**config.mk**
```make
export PLATFORM = sky130hd
export DESIGN_NAME = spectro_readout_seq_flat
export DESIGN_NICKNAME = d
export VERILOG_FILES = /design/src/rtl/spectro_readout_if.sv /design/src/rtl/spectro_readout_seq.sv /design/src/flat_wrapper.sv
export SDC_FILE = /design/constraint.sdc
export NUM_CORES = 1
export LEC_CHECK = 0
export BUFFER_PORTS_ARGS = -buffer_cell sky130_fd_sc_hd__buf_2
export CAP_MARGIN = 20
export CORE_MARGIN = 1.5
export CORE_UTILIZATION = 42
export DETAILED_ROUTE_END_ITERATION = 7
export SLEW_MARGIN = 20
export SYNTH_ARGS = -nofsm -noshare
export SYNTH_HDL_FRONTEND = slang
export SYNTH_SLANG_ARGS = --single-unit
```
**constraint.sdc**
```tcl
create_clock -name clk -period 2.75 [get_ports clk]
set_clock_uncertainty 0.15 [all_clocks]
set_input_delay 0.1375 -clock clk [delete_from_list [all_inputs] [get_ports clk]]
set_output_delay 0.1375 -clock clk [all_outputs]
set_load 0.02 [all_outputs]
```
**src/rtl/spectro_readout_if.sv**
```systemverilog
// +----------------------------------------------------------------------+
// | spectro_readout_if : job requests in, readout sequencing signals out |
// | Revision 1.0                                                         |
// +----------------------------------------------------------------------+
`default_nettype none

interface spectro_readout_if #(
  parameter int ADDR_W = 8
);
  logic              bank_full_i;
  logic              acq_done_i;
  logic [ADDR_W-1:0] last_idx_i;
  logic              ts_load_o;
  logic              word_load_o;
  logic              shift_o;
  logic              sel_data_o;
  logic              re_o;
  logic [ADDR_W:0]   addr_o;
  logic              busy_o;
  logic              frame_end_o;
  logic              overflow_o;
  logic [2:0]        state_o;

  modport master (
    output bank_full_i, acq_done_i, last_idx_i,
    input  ts_load_o, word_load_o, shift_o, sel_data_o, re_o, addr_o,
           busy_o, frame_end_o, overflow_o, state_o
  );

  modport slave (
    input  bank_full_i, acq_done_i, last_idx_i,
    output ts_load_o, word_load_o, shift_o, sel_data_o, re_o, addr_o,
           busy_o, frame_end_o, overflow_o, state_o
  );
endinterface

`default_nettype wire

```
**src/rtl/spectro_readout_seq.sv**
```systemverilog
// +----------------------------------------------------------------------+
// | spectro_readout_seq : queues bank read jobs, serialises timestamp    |
// | and memory words into a shift register. Revision 1.0                 |
// +----------------------------------------------------------------------+
`default_nettype none

module spectro_readout_seq #(
  parameter int DEPTH     = 200,
  parameter int ADDR_W    = 8,
  parameter int TS_BITS   = 31,
  parameter int WORD_BITS = 2
) (
  input  logic              clk,
  input  logic              rst_n,
  spectro_readout_if.slave  bus
);

  localparam int MAX_BITS = (TS_BITS > WORD_BITS) ? TS_BITS : WORD_BITS;
  localparam int CNT_W    = $clog2(MAX_BITS) + 1;

  localparam logic [CNT_W-1:0]  TS_LAST   = CNT_W'(TS_BITS - 1);
  localparam logic [CNT_W-1:0]  WORD_LAST = CNT_W'(WORD_BITS - 1);
  localparam logic [ADDR_W-1:0] END_MAX   = ADDR_W'(DEPTH - 1);
  localparam logic [ADDR_W:0]   DEPTH_EXT = (ADDR_W + 1)'(DEPTH);

  typedef enum logic [2:0] {
    IDLE       = 3'd0,
    TS_LOAD    = 3'd1,
    TS_SHIFT   = 3'd2,
    WORD_LOAD  = 3'd3,
    WORD_SHIFT = 3'd4,
    BANK_WAIT  = 3'd5
  } state_t;

  typedef struct packed {
    logic              bank;
    logic [ADDR_W-1:0] end_idx;
    logic              last;
  } job_t;

  state_t            state_q, state_d;
  logic [CNT_W-1:0]  cnt_q, cnt_d;
  logic [ADDR_W-1:0] idx_q, idx_d;
  job_t              cur_q, cur_d;
  job_t              fifo_q [2];
  job_t              fifo_d [2];
  logic [1:0]        fcnt_q, fcnt_d;
  logic              wb_q, wb_d;
  logic              ovf_q, ovf_d;

  logic              push;
  logic              pop;
  job_t              push_job;
  logic [1:0]        fill;

  logic              ts_load;
  logic              word_load;
  logic              shift;
  logic              sel_data;
  logic              re;
  logic              busy;
  logic              frame_end;
  logic [ADDR_W:0]   addr;

  always_ff @(posedge clk or negedge rst_n) begin
    if (!rst_n) begin
      state_q   <= IDLE;
      cnt_q     <= '0;
      idx_q     <= '0;
      cur_q     <= '0;
      fifo_q[0] <= '0;
      fifo_q[1] <= '0;
      fcnt_q    <= '0;
      wb_q      <= 1'b0;
      ovf_q     <= 1'b0;
    end else begin
      state_q   <= state_d;
      cnt_q     <= cnt_d;
      idx_q     <= idx_d;
      cur_q     <= cur_d;
      fifo_q[0] <= fifo_d[0];
      fifo_q[1] <= fifo_d[1];
      fcnt_q    <= fcnt_d;
      wb_q      <= wb_d;
      ovf_q     <= ovf_d;
    end
  end

  // A coincident bank_full/acq_done closes a completely filled bank.
  always_comb begin
    push             = bus.bank_full_i | bus.acq_done_i;
    push_job.bank    = wb_q;
    push_job.last    = bus.acq_done_i;
    push_job.end_idx = END_MAX;
    if (bus.acq_done_i && !bus.bank_full_i && ({1'b0, bus.last_idx_i} < DEPTH_EXT)) begin
      push_job.end_idx = bus.last_idx_i;
    end
  end

  always_comb begin
    wb_d = wb_q;
    if (bus.acq_done_i) begin
      wb_d = 1'b0;
    end else if (bus.bank_full_i) begin
      wb_d = ~wb_q;
    end
  end

  // Pop frees the head first, so a same-cycle push into a full FIFO survives.
  always_comb begin
    fifo_d[0] = fifo_q[0];
    fifo_d[1] = fifo_q[1];
    ovf_d     = ovf_q;
    fill      = fcnt_q;
    if (pop) begin
      fifo_d[0] = fifo_q[1];
      fill      = fcnt_q - 2'd1;
    end
    if (push) begin
      if (fill == 2'd2) begin
        ovf_d = 1'b1;
      end else begin
        if (fill == 2'd0) begin
          fifo_d[0] = push_job;
        end else begin
          fifo_d[1] = push_job;
        end
        fill = fill + 2'd1;
      end
    end
    fcnt_d = fill;
  end

  always_comb begin
    state_d   = state_q;
    cnt_d     = cnt_q;
    idx_d     = idx_q;
    cur_d     = cur_q;
    pop       = 1'b0;
    ts_load   = 1'b0;
    word_load = 1'b0;
    shift     = 1'b0;
    sel_data  = 1'b0;
    re        = 1'b0;
    busy      = 1'b1;
    frame_end = 1'b0;
    addr      = '0;
    case (state_q)
      IDLE: begin
        busy = 1'b0;
        if (fcnt_q != 2'd0) begin
          state_d = TS_LOAD;
        end
      end
      TS_LOAD: begin
        ts_load = 1'b1;
        cnt_d   = '0;
        state_d = TS_SHIFT;
      end
      TS_SHIFT: begin
        shift = 1'b1;
        if (cnt_q == TS_LAST) begin
          pop     = 1'b1;
          cur_d   = fifo_q[0];
          idx_d   = '0;
          state_d = WORD_LOAD;
        end else begin
          cnt_d = cnt_q + 1'b1;
        end
      end
      WORD_LOAD: begin
        word_load = 1'b1;
        re        = 1'b1;
        sel_data  = 1'b1;
        addr      = {cur_q.bank, idx_q};
        cnt_d     = '0;
        state_d   = WORD_SHIFT;
      end
      WORD_SHIFT: begin
        shift    = 1'b1;
        sel_data = 1'b1;
        if (cnt_q == WORD_LAST) begin
          if (idx_q < cur_q.end_idx) begin
            idx_d   = idx_q + 1'b1;
            state_d = WORD_LOAD;
          end else if (cur_q.last) begin
            frame_end = 1'b1;
            state_d   = IDLE;
          end else begin
            state_d = BANK_WAIT;
          end
        end else begin
          cnt_d = cnt_q + 1'b1;
        end
      end
      BANK_WAIT: begin
        sel_data = 1'b1;
        if (fcnt_q != 2'd0) begin
          pop     = 1'b1;
          cur_d   = fifo_q[0];
          idx_d   = '0;
          state_d = WORD_LOAD;
        end
      end
      default: begin
        busy    = 1'b0;
        state_d = IDLE;
      end
    endcase
  end

  assign bus.ts_load_o   = ts_load;
  assign bus.word_load_o = word_load;
  assign bus.shift_o     = shift;
  assign bus.sel_data_o  = sel_data;
  assign bus.re_o        = re;
  assign bus.addr_o      = addr;
  assign bus.busy_o      = busy;
  assign bus.frame_end_o = frame_end;
  assign bus.overflow_o  = ovf_q;
  assign bus.state_o     = state_q;

endmodule

`default_nettype wire

```
**src/flat_wrapper.sv**
```systemverilog
// flat-port wrapper written by rule: the top's interface ports become plain ports
module spectro_readout_seq_flat 
#(
  parameter int DEPTH     = 200,
  parameter int ADDR_W    = 8,
  parameter int TS_BITS   = 31,
  parameter int WORD_BITS = 2
)
  (clk, rst_n, bus_bank_full_i, bus_acq_done_i, bus_last_idx_i, bus_ts_load_o, bus_word_load_o, bus_shift_o, bus_sel_data_o, bus_re_o, bus_addr_o, bus_busy_o, bus_frame_end_o, bus_overflow_o, bus_state_o);
  spectro_readout_if #(.ADDR_W(ADDR_W)) bus_i ();
  input  logic clk;
  input  logic rst_n;
  input wire logic [$bits(bus_i.bank_full_i)-1:0] bus_bank_full_i;
  input wire logic [$bits(bus_i.acq_done_i)-1:0] bus_acq_done_i;
  input wire logic [$bits(bus_i.last_idx_i)-1:0] bus_last_idx_i;
  output wire logic [$bits(bus_i.ts_load_o)-1:0] bus_ts_load_o;
  output wire logic [$bits(bus_i.word_load_o)-1:0] bus_word_load_o;
  output wire logic [$bits(bus_i.shift_o)-1:0] bus_shift_o;
  output wire logic [$bits(bus_i.sel_data_o)-1:0] bus_sel_data_o;
  output wire logic [$bits(bus_i.re_o)-1:0] bus_re_o;
  output wire logic [$bits(bus_i.addr_o)-1:0] bus_addr_o;
  output wire logic [$bits(bus_i.busy_o)-1:0] bus_busy_o;
  output wire logic [$bits(bus_i.frame_end_o)-1:0] bus_frame_end_o;
  output wire logic [$bits(bus_i.overflow_o)-1:0] bus_overflow_o;
  output wire logic [$bits(bus_i.state_o)-1:0] bus_state_o;
  assign bus_i.bank_full_i = bus_bank_full_i;
  assign bus_i.acq_done_i = bus_acq_done_i;
  assign bus_i.last_idx_i = bus_last_idx_i;
  assign bus_ts_load_o = bus_i.ts_load_o;
  assign bus_word_load_o = bus_i.word_load_o;
  assign bus_shift_o = bus_i.shift_o;
  assign bus_sel_data_o = bus_i.sel_data_o;
  assign bus_re_o = bus_i.re_o;
  assign bus_addr_o = bus_i.addr_o;
  assign bus_busy_o = bus_i.busy_o;
  assign bus_frame_end_o = bus_i.frame_end_o;
  assign bus_overflow_o = bus_i.overflow_o;
  assign bus_state_o = bus_i.state_o;
  spectro_readout_seq #(.DEPTH(DEPTH), .ADDR_W(ADDR_W), .TS_BITS(TS_BITS), .WORD_BITS(WORD_BITS)) u_core (.clk(clk), .rst_n(rst_n), .bus(bus_i));
endmodule
```
==> metrics.csv, run 1 <==
stage;metric;value;unit
run_status;status;complete, no violations;
synthesis;Avg Cell Area, Syn;9.43;µm²
synthesis;Async S/R FF share, synth;100;%
synthesis;Synth area leader;dfrtp_1;
worst_setup_path;slowest CP cell;or3b_4;
worst_setup_path;CP Class;reg2reg;
global_routing;All-Layer GR Usage;18.6;%
final_layout;Area Growth Syn to Fin;22.4;%
power_and_ir_drop;Power Density;943;nW/µm²
worst_setup_path;CP Cell Sequence;inv_2 -> ha_1 -> or3b_4 -> o32a_4 -> xnor2_4 -> ha_1 -> nor3b_4 -> buf_6 -> a211oi_1 -> a21oi_1;
place;area post-placement;3200;µm²
floorplan;# rows;30;
synthesis;ranking of synthesized cells by area;dfrtp_1 44%, ha_1 6.0%, nand2_1 5.4%, a21oi_1 3.3%, o21ai_0 3.3%;
detailed_routing;routed wire length;6410;µm
synthesis;EDFF count, synth;0;
clock_network;TritonCTS clock tree;done;
floorplan;Initial Util;43.1;%
place;# port buffers;31;
worst_setup_path;critical path required time;2790;ps
final_layout;finished layout cell area;3540;µm²
detailed_routing;via count;2378;
clock_network;depth of the CTS H-tree;2;
clock_network;clock root buffer master;clkbuf_8;
global_routing;grt ovf;0;
floorplan;Die W;86.0;µm
timing;Final setup viols;0;
power_and_ir_drop;sequential share of power;34.7;%
synthesis;synthesized area;2900;µm²
worst_setup_path;CP dominant cell by count;ha_1;
place;# placed instances;421;
detailed_routing;Pre-antenna DRT Iters;4;
detailed_routing;vias per cell;5.31;
floorplan;die footprint;7400;µm²
timing;Hold Slack;92.4;ps
timing;fmax;0.376;GHz
worst_setup_path;reg-to-reg slack, setup;90;ps
power_and_ir_drop;static leakage;1.67;nW
detailed_routing;average wire per standard cell;14.3;µm
synthesis;synthesized net count;333;
timing;fin crit period;2660;ps
floorplan;Core ar.;6720;µm²
global_routing;largest net degree at the start of global routing;30;
timing;worst rel slew slack;63.7;%
clock_network;Num CTS Buffers;5;
synthesis;post-synth top area share;44.1;%
place;routability congestion estimate;0.827;
power_and_ir_drop;Clock Power Share;16.8;%
worst_setup_path;CP Launch Type;register;
worst_setup_path;critical path fanouts, max;5;
worst_setup_path;WP data arrival;2700;ps
worst_setup_path;CP max stage delay;410;ps
global_routing;global-route wire length before repair;11000;µm
power_and_ir_drop;Internal;2.02;mW
synthesis;number of synthesized register bits;51;
timing;RSZ-0062 raised after global routing;true;
floorplan;Chip Height;86.0;µm
timing;period utilization;96.7;%
timing;max-slew violation count;0;
detailed_routing;Post-DRT Antenna Nets;0;
final_layout;final net count;393;
detailed_routing;# DRC;0;
power_and_ir_drop;Logic pwr share;48.5;%
worst_setup_path;Setup crit end kind;register;
global_routing;vias in the first global route;2290;
power_and_ir_drop;VDD IR-drop max;0.336;mV
floorplan;# IOs;32;
power_and_ir_drop;Sw Pwr;1.32;mW
worst_hold_path;min-delay worst type;in2async;
clock_network;Clock Latency Late Sink;300;ps
final_layout;Inserted Diodes;0;
final_layout;post-layout util;52.8;%
timing;final hold violations;0;
clock_network;maximum clock path buffer count;2;
clock_network;CTS clk-pin slew, worst paths;100;ps
synthesis;Top FF cell, synth;dfrtp_1;
synthesis;Synth Warn #;0;
synthesis;post-synthesis cell type count;52;
timing;worst-margin pin slew;544;ps
global_routing;initial antenna violation count;0;
synthesis;register area share after synthesis;44.1;%
detailed_routing;initial drt markers;150;
final_layout;final non-filler cell total;448;
clock_network;clk sink count;51;
final_layout;share of cells above drive strength 1;22.8;%
power_and_ir_drop;switching share of total power;39.6;%
worst_setup_path;reg-to-reg startpoint;u_core.cnt_q[0];
synthesis;Syn Inst Count;307;
worst_setup_path;worst r2r dst;u_core.fifo_q[15];
place;HPWL after DPL;4510;µm
flow_run;max-cap violation count;0;
worst_setup_path;R2R cell count;10;
==> power by group through the flow <==
| stage | logic, mW | registers [mW] | clock network [mW] |
|---|---|---|---|
| after floorplan | 1.04 | 1.17 | 0 |
| after global placement | 1.42 | 1.16 | 0 |
| after detailed placement | 1.46 | 1.17 | 0 |
| after CTS | 1.49 | 1.16 | 0.576 |
| after global routing | 1.82 | 1.19 | 0.599 |
| final | 1.62 | 1.16 | 0.561 |
==> sequential cells by signal, indices dropped and copies added, names as in the netlist <==
name and flops:
u_core.bus.overflow_o 1, u_core.bus.state_o 3, u_core.cnt_q 6, u_core.cur_q 10
u_core.fcnt_q 2, u_core.fifo_q 20, u_core.idx_q 8, u_core.wb_q 1
==> layout make-up <==
type,instances,area (µm²)
timing repair buffer,69,479
fill,633,3170
clock inverter,2,38.8
sequential,51,1280
inverter,20,75.1
tap,80,100
multi-input combinational,220,1490
clock buffer,6,82.6
==> layout by cell type, fill, tap and decap left out, types with 8 or more instances in the layout <==
cell            n
dfrtp_1        51
nand2_1        42
buf_2          31
buf_4          24
nor2_1         20
inv_1          19
a21oi_1        19
o21ai_0        18
ha_1           13
and3_1         12
nand3_1        11
dlygate4sd3_1  11
a211oi_1        9
and2_1          8
==> cells in the mapped netlist, drive strengths merged (5+ instances only) <==
cell / instances
or4: 5
inv: 20
nand2: 42
nor2: 20
and3: 12
and2: 8
ha: 14
xnor2: 8
a21oi: 20
nand3: 11
buf: 12
a211oi: 9
dfrtp: 51
o21ai: 22
o31ai: 5
nand2b: 6
==> metal layers <==
| metal | part of all wire, % | vias up | global-route usage, % |
|---|---|---|---|
| li1 | - | 1202 | - |
| met1 | 50 | 1129 | 26.8 |
| met2 | 45 | 42 | 29.1 |
| met3 | 3.4 | 5 | 3.46 |
| met4 | 1.0 | 0 | 4.84 |
| met5 | 0 | - | 0 |
==> kinds of logic (layout without fill, tap and decap cells) <==
kind of cell,Yosys count,count (layout),synth area share [%]
buf+inv,36,97,5.87
xor+xnor,8,8,3.07
mux,4,4,1.86
flops,51,51,44.1
fa+ha+maj,14,14,6.05
compound gates,77,77,18.3
simple gates,117,117,20.8
==> how the worst max path moves through the flow <==
| stage | startpoint | end | slack [ps] | cells past startpoint |
|---|---|---|---|---|
| detailed placement | u_core.cnt_q[0] | u_core.fifo_q[16] | 50 | 12 |
| finish | u_core.cnt_q[0] | u_core.fifo_q[15] | 90 | 10 |
| global route | u_core.cnt_q[0] | u_core.fifo_q[11] | -20 | 10 |
| floorplan | u_core.cnt_q[0] | u_core.fifo_q[11] | 3 | 13 |
| CTS | u_core.cnt_q[0] | u_core.fifo_q[16] | 5 | 12 |
| global placement | u_core.cnt_q[0] | u_core.fifo_q[13] | 140 | 10 |
==> stage by stage <==
step           setup TNS, ps  setup WS, ps  total power, mW
2_1_floorplan              0          2.67             2.21
3_3_place_gp               0           135             2.58
3_5_place_dp               0          51.5             2.63
4_1_cts                    0          4.92             3.23
5_1_grt                -55.0         -24.6             3.60
6_report                   0          90.4             3.34
==> worst max-delay path, delay by kind of cell, from the launching register on <==
family | cells | cell delay [ps]
AOI/OAI and AO/OA | 3 | 670
xor gates and xnor gates | 1 | 150
adders and majority gates | 2 | 370
buffers and inverters | 2 | 240
DFF | 1 | 400
and+or+nand+nor | 2 | 580
==> timing repair <==
action                                  in CTS  in global routing
endpoints found under the setup margin       1                 11
cloned                                       0                  2
pin swaps                                    0                  3
gates resized for setup                      1                 13
endpoints found under the hold margin       67                  0
setup buffers                                0                  6
hold buffers                                11                  0
No activity file was read; power rests on OpenSTA's default activity.
==> inputs of run 2 (changes only) <==
--- a/config.mk
+++ b/config.mk
@@ -8,7 +8,7 @@
 export BUFFER_PORTS_ARGS = -buffer_cell sky130_fd_sc_hd__buf_2
 export CAP_MARGIN = 20
 export CORE_MARGIN = 1.5
-export CORE_UTILIZATION = 42
+export CORE_UTILIZATION = 40
 export DETAILED_ROUTE_END_ITERATION = 7
 export SLEW_MARGIN = 20
 export SYNTH_ARGS = -nofsm -noshare
==> metrics.csv, run 2 (same netlist as run 1, synthesis figures left out) <==
stage;metric;value;unit
clock_network;clock root buffer master;clkbuf_8;
detailed_routing;routed wire length;6600;µm
flow_run;max-cap violation count;0;
detailed_routing;wire length on met2;3310;µm
timing;max-slew violation count;0;
detailed_routing;met1 wire length;3050;µm
detailed_routing;vias per cell;5.15;
timing;fin crit period;2710;ps
final_layout;finished layout cell area;3610;µm²
clock_network;clk sink count;51;
timing;final hold violations;0;
place;# port buffers;31;
final_layout;final non-filler cell total;464;
global_routing;vias in the first global route;2173;
floorplan;Die W;88.1;µm
floorplan;die footprint;7760;µm²
worst_setup_path;CP Cell Sequence;inv_2 -> ha_1 -> or3b_4 -> o32a_4 -> xnor2_4 -> ha_2 -> nor3b_4 -> buf_6 -> buf_12 -> a211oi_2 -> a21oi_1;
timing;RSZ-0062 raised after global routing;true;
timing;fmax;0.369;GHz
floorplan;Core ar.;6910;µm²
detailed_routing;WL met3;148;µm
detailed_routing;initial drt markers;64;
floorplan;# IOs;32;
floorplan;# rows;30;
final_layout;final net count;393;
global_routing;largest net degree at the start of global routing;29;
clock_network;Num CTS Buffers;5;
worst_setup_path;critical path fanouts, max;5;
global_routing;grt ovf;0;
clock_network;maximum clock path buffer count;2;
clock_network;Clock Latency Late Sink;310;ps
power_and_ir_drop;Power Density;924;nW/µm²
final_layout;share of cells above drive strength 1;25.0;%
timing;Total Neg Setup Slack;0;ps
run_status;status;complete, no violations;
worst_hold_path;min-delay worst type;in2reg;
detailed_routing;top routing layer in use;met4;
final_layout;Top Registers;u_core.fifo_q: 20 flops, u_core.cur_q: 10 flops, u_core.idx_q: 8 flops;
worst_setup_path;kind of cell adding the most delay to the critical path;compound AO/OA/AOI/OAI gates;
detailed_routing;# DRC;0;
detailed_routing;Pre-antenna DRT Iters;4;
place;HPWL after DPL;4430;µm
final_layout;number of flip-flops in the largest register;20;
power_and_ir_drop;static leakage;1.68;nW
floorplan;Initial Util;41.9;%
global_routing;All-Layer GR Usage;17.3;%
power_and_ir_drop;total power;3.34;mW
clock_network;depth of the CTS H-tree;2;
worst_setup_path;Setup crit end kind;register;
clock_network;CTS clk-pin slew, worst paths;100;ps
worst_setup_path;WP data arrival;2750;ps
final_layout;Inserted Diodes;0;
worst_hold_path;hold_sp;bus_bank_full_i;
worst_setup_path;CP max stage delay;410;ps
detailed_routing;Post-DRT Antenna Nets;0;
timing;Final setup viols;0;
timing;period utilization;98.6;%
clock_network;TritonCTS clock tree;done;
final_layout;post-layout util;52.3;%
final_layout;Top reg by flops;u_core.fifo_q;
final_layout;Area Growth Syn to Fin;24.8;%
worst_setup_path;critical path required time;2790;ps
worst_setup_path;CP Class;reg2reg;
place;area post-placement;3220;µm²
final_layout;register area;1280;µm²
place;# placed instances;435;
timing;worst rel slew slack;58.4;%
worst_setup_path;Setup crit start;u_core.cnt_q[0];
detailed_routing;via count;2390;
global_routing;global-route wire length before repair;10500;µm
timing;worst-margin pin slew;624;ps
global_routing;initial antenna violation count;0;
worst_setup_path;reg-to-reg startpoint;u_core.cnt_q[0];
worst_setup_path;CP bufs+invs;3;
final_layout;Multi-input gate area;1530;µm²
final_layout;Layout fillers;661;
place;routability congestion estimate;0.815;
final_layout;commonest non-fill, non-tap cells in the layout;51 x dfrtp_1, 42 x nand2_1, 31 x buf_2;
power_and_ir_drop;VDD IR-drop max;0.471;mV
floorplan;Chip Height;88.1;µm
worst_setup_path;CP Launch Type;register;
final_layout;most common cell after layout, fill and taps aside;dfrtp_1;
detailed_routing;average wire per standard cell;14.2;µm
worst_setup_path;slowest CP cell;or3b_4;
-- run 2: power by group --
| group | switching [mW] | leakage, nW | total, mW | internal (mW) |
|---|---|---|---|---|
| registers | 0.174 | 0.631 | 1.19 | 1.01 |
| logic | 0.928 | 1.00 | 1.70 | 0.777 |
| clock network | 0.266 | 0.0443 | 0.448 | 0.183 |
-- run 2: repair_timing --
action / 4_1_cts / 5_1_grt
endpoints found under the hold margin: 41 / 0
gates resized for setup: 1 / 16
setup buffers: 0 / 8
endpoints found under the setup margin: 1 / 11
hold buffers: 11 / 0
pin swaps: 0 / 5
cloned: 0 / 2
-- run 2: area by class of cell --
class                           instances  share of cell area [%]
Tap cell                               96                    3.32
Sequential cell                        51                    35.3
Timing Repair Buffer                   69                    14.4
Multi-Input combinational cell        220                    42.3
Inverter                               20                    2.08
Clock buffer                            5                    1.90
Clock inverter                          3                   0.692
-- run 2: path summary, 6_finish.rpt --
kind                                          to  slack, ps  cells after the start
hold / removal                  u_core.fifo_q[0]        160                      4
setup reg to reg               u_core.fifo_q[16]         40                     11
hold reg to reg            u_core.bus.overflow_o        330                      1
max in group asynchronous      u_core.fifo_q[18]       1570                      3
min in group asynchronous        u_core.cur_q[1]        230                      2
setup / recovery               u_core.fifo_q[16]         40                     11
-- run 2: worst register-to-register path: stages (launching register included) --
cell	delay [ps]
dfrtp_1	400
inv_2	90
ha_1	140
or3b_4	410
o32a_4	360
xnor2_4	170
ha_2	200
nor3b_4	140
buf_6	140
buf_12	130
a211oi_2	210
a21oi_1	60
-- run 2: stage by stage --
step	hold WS [ps]	setup slack [ps]
finish	160	37.4
global route	185	-91.7
CTS	151	27.0
detailed placement	46.6	51.3
global placement	52.9	113
floorplan	-308	2.67
-- run 2: routing by layer --
metal | global-route usage (%) | up-vias
met5 | 0 | -
met4 | 4.26 | 0
met3 | 2.83 | 11
met2 | 28.8 | 28
met1 | 23.5 | 1151
li1 | - | 1200
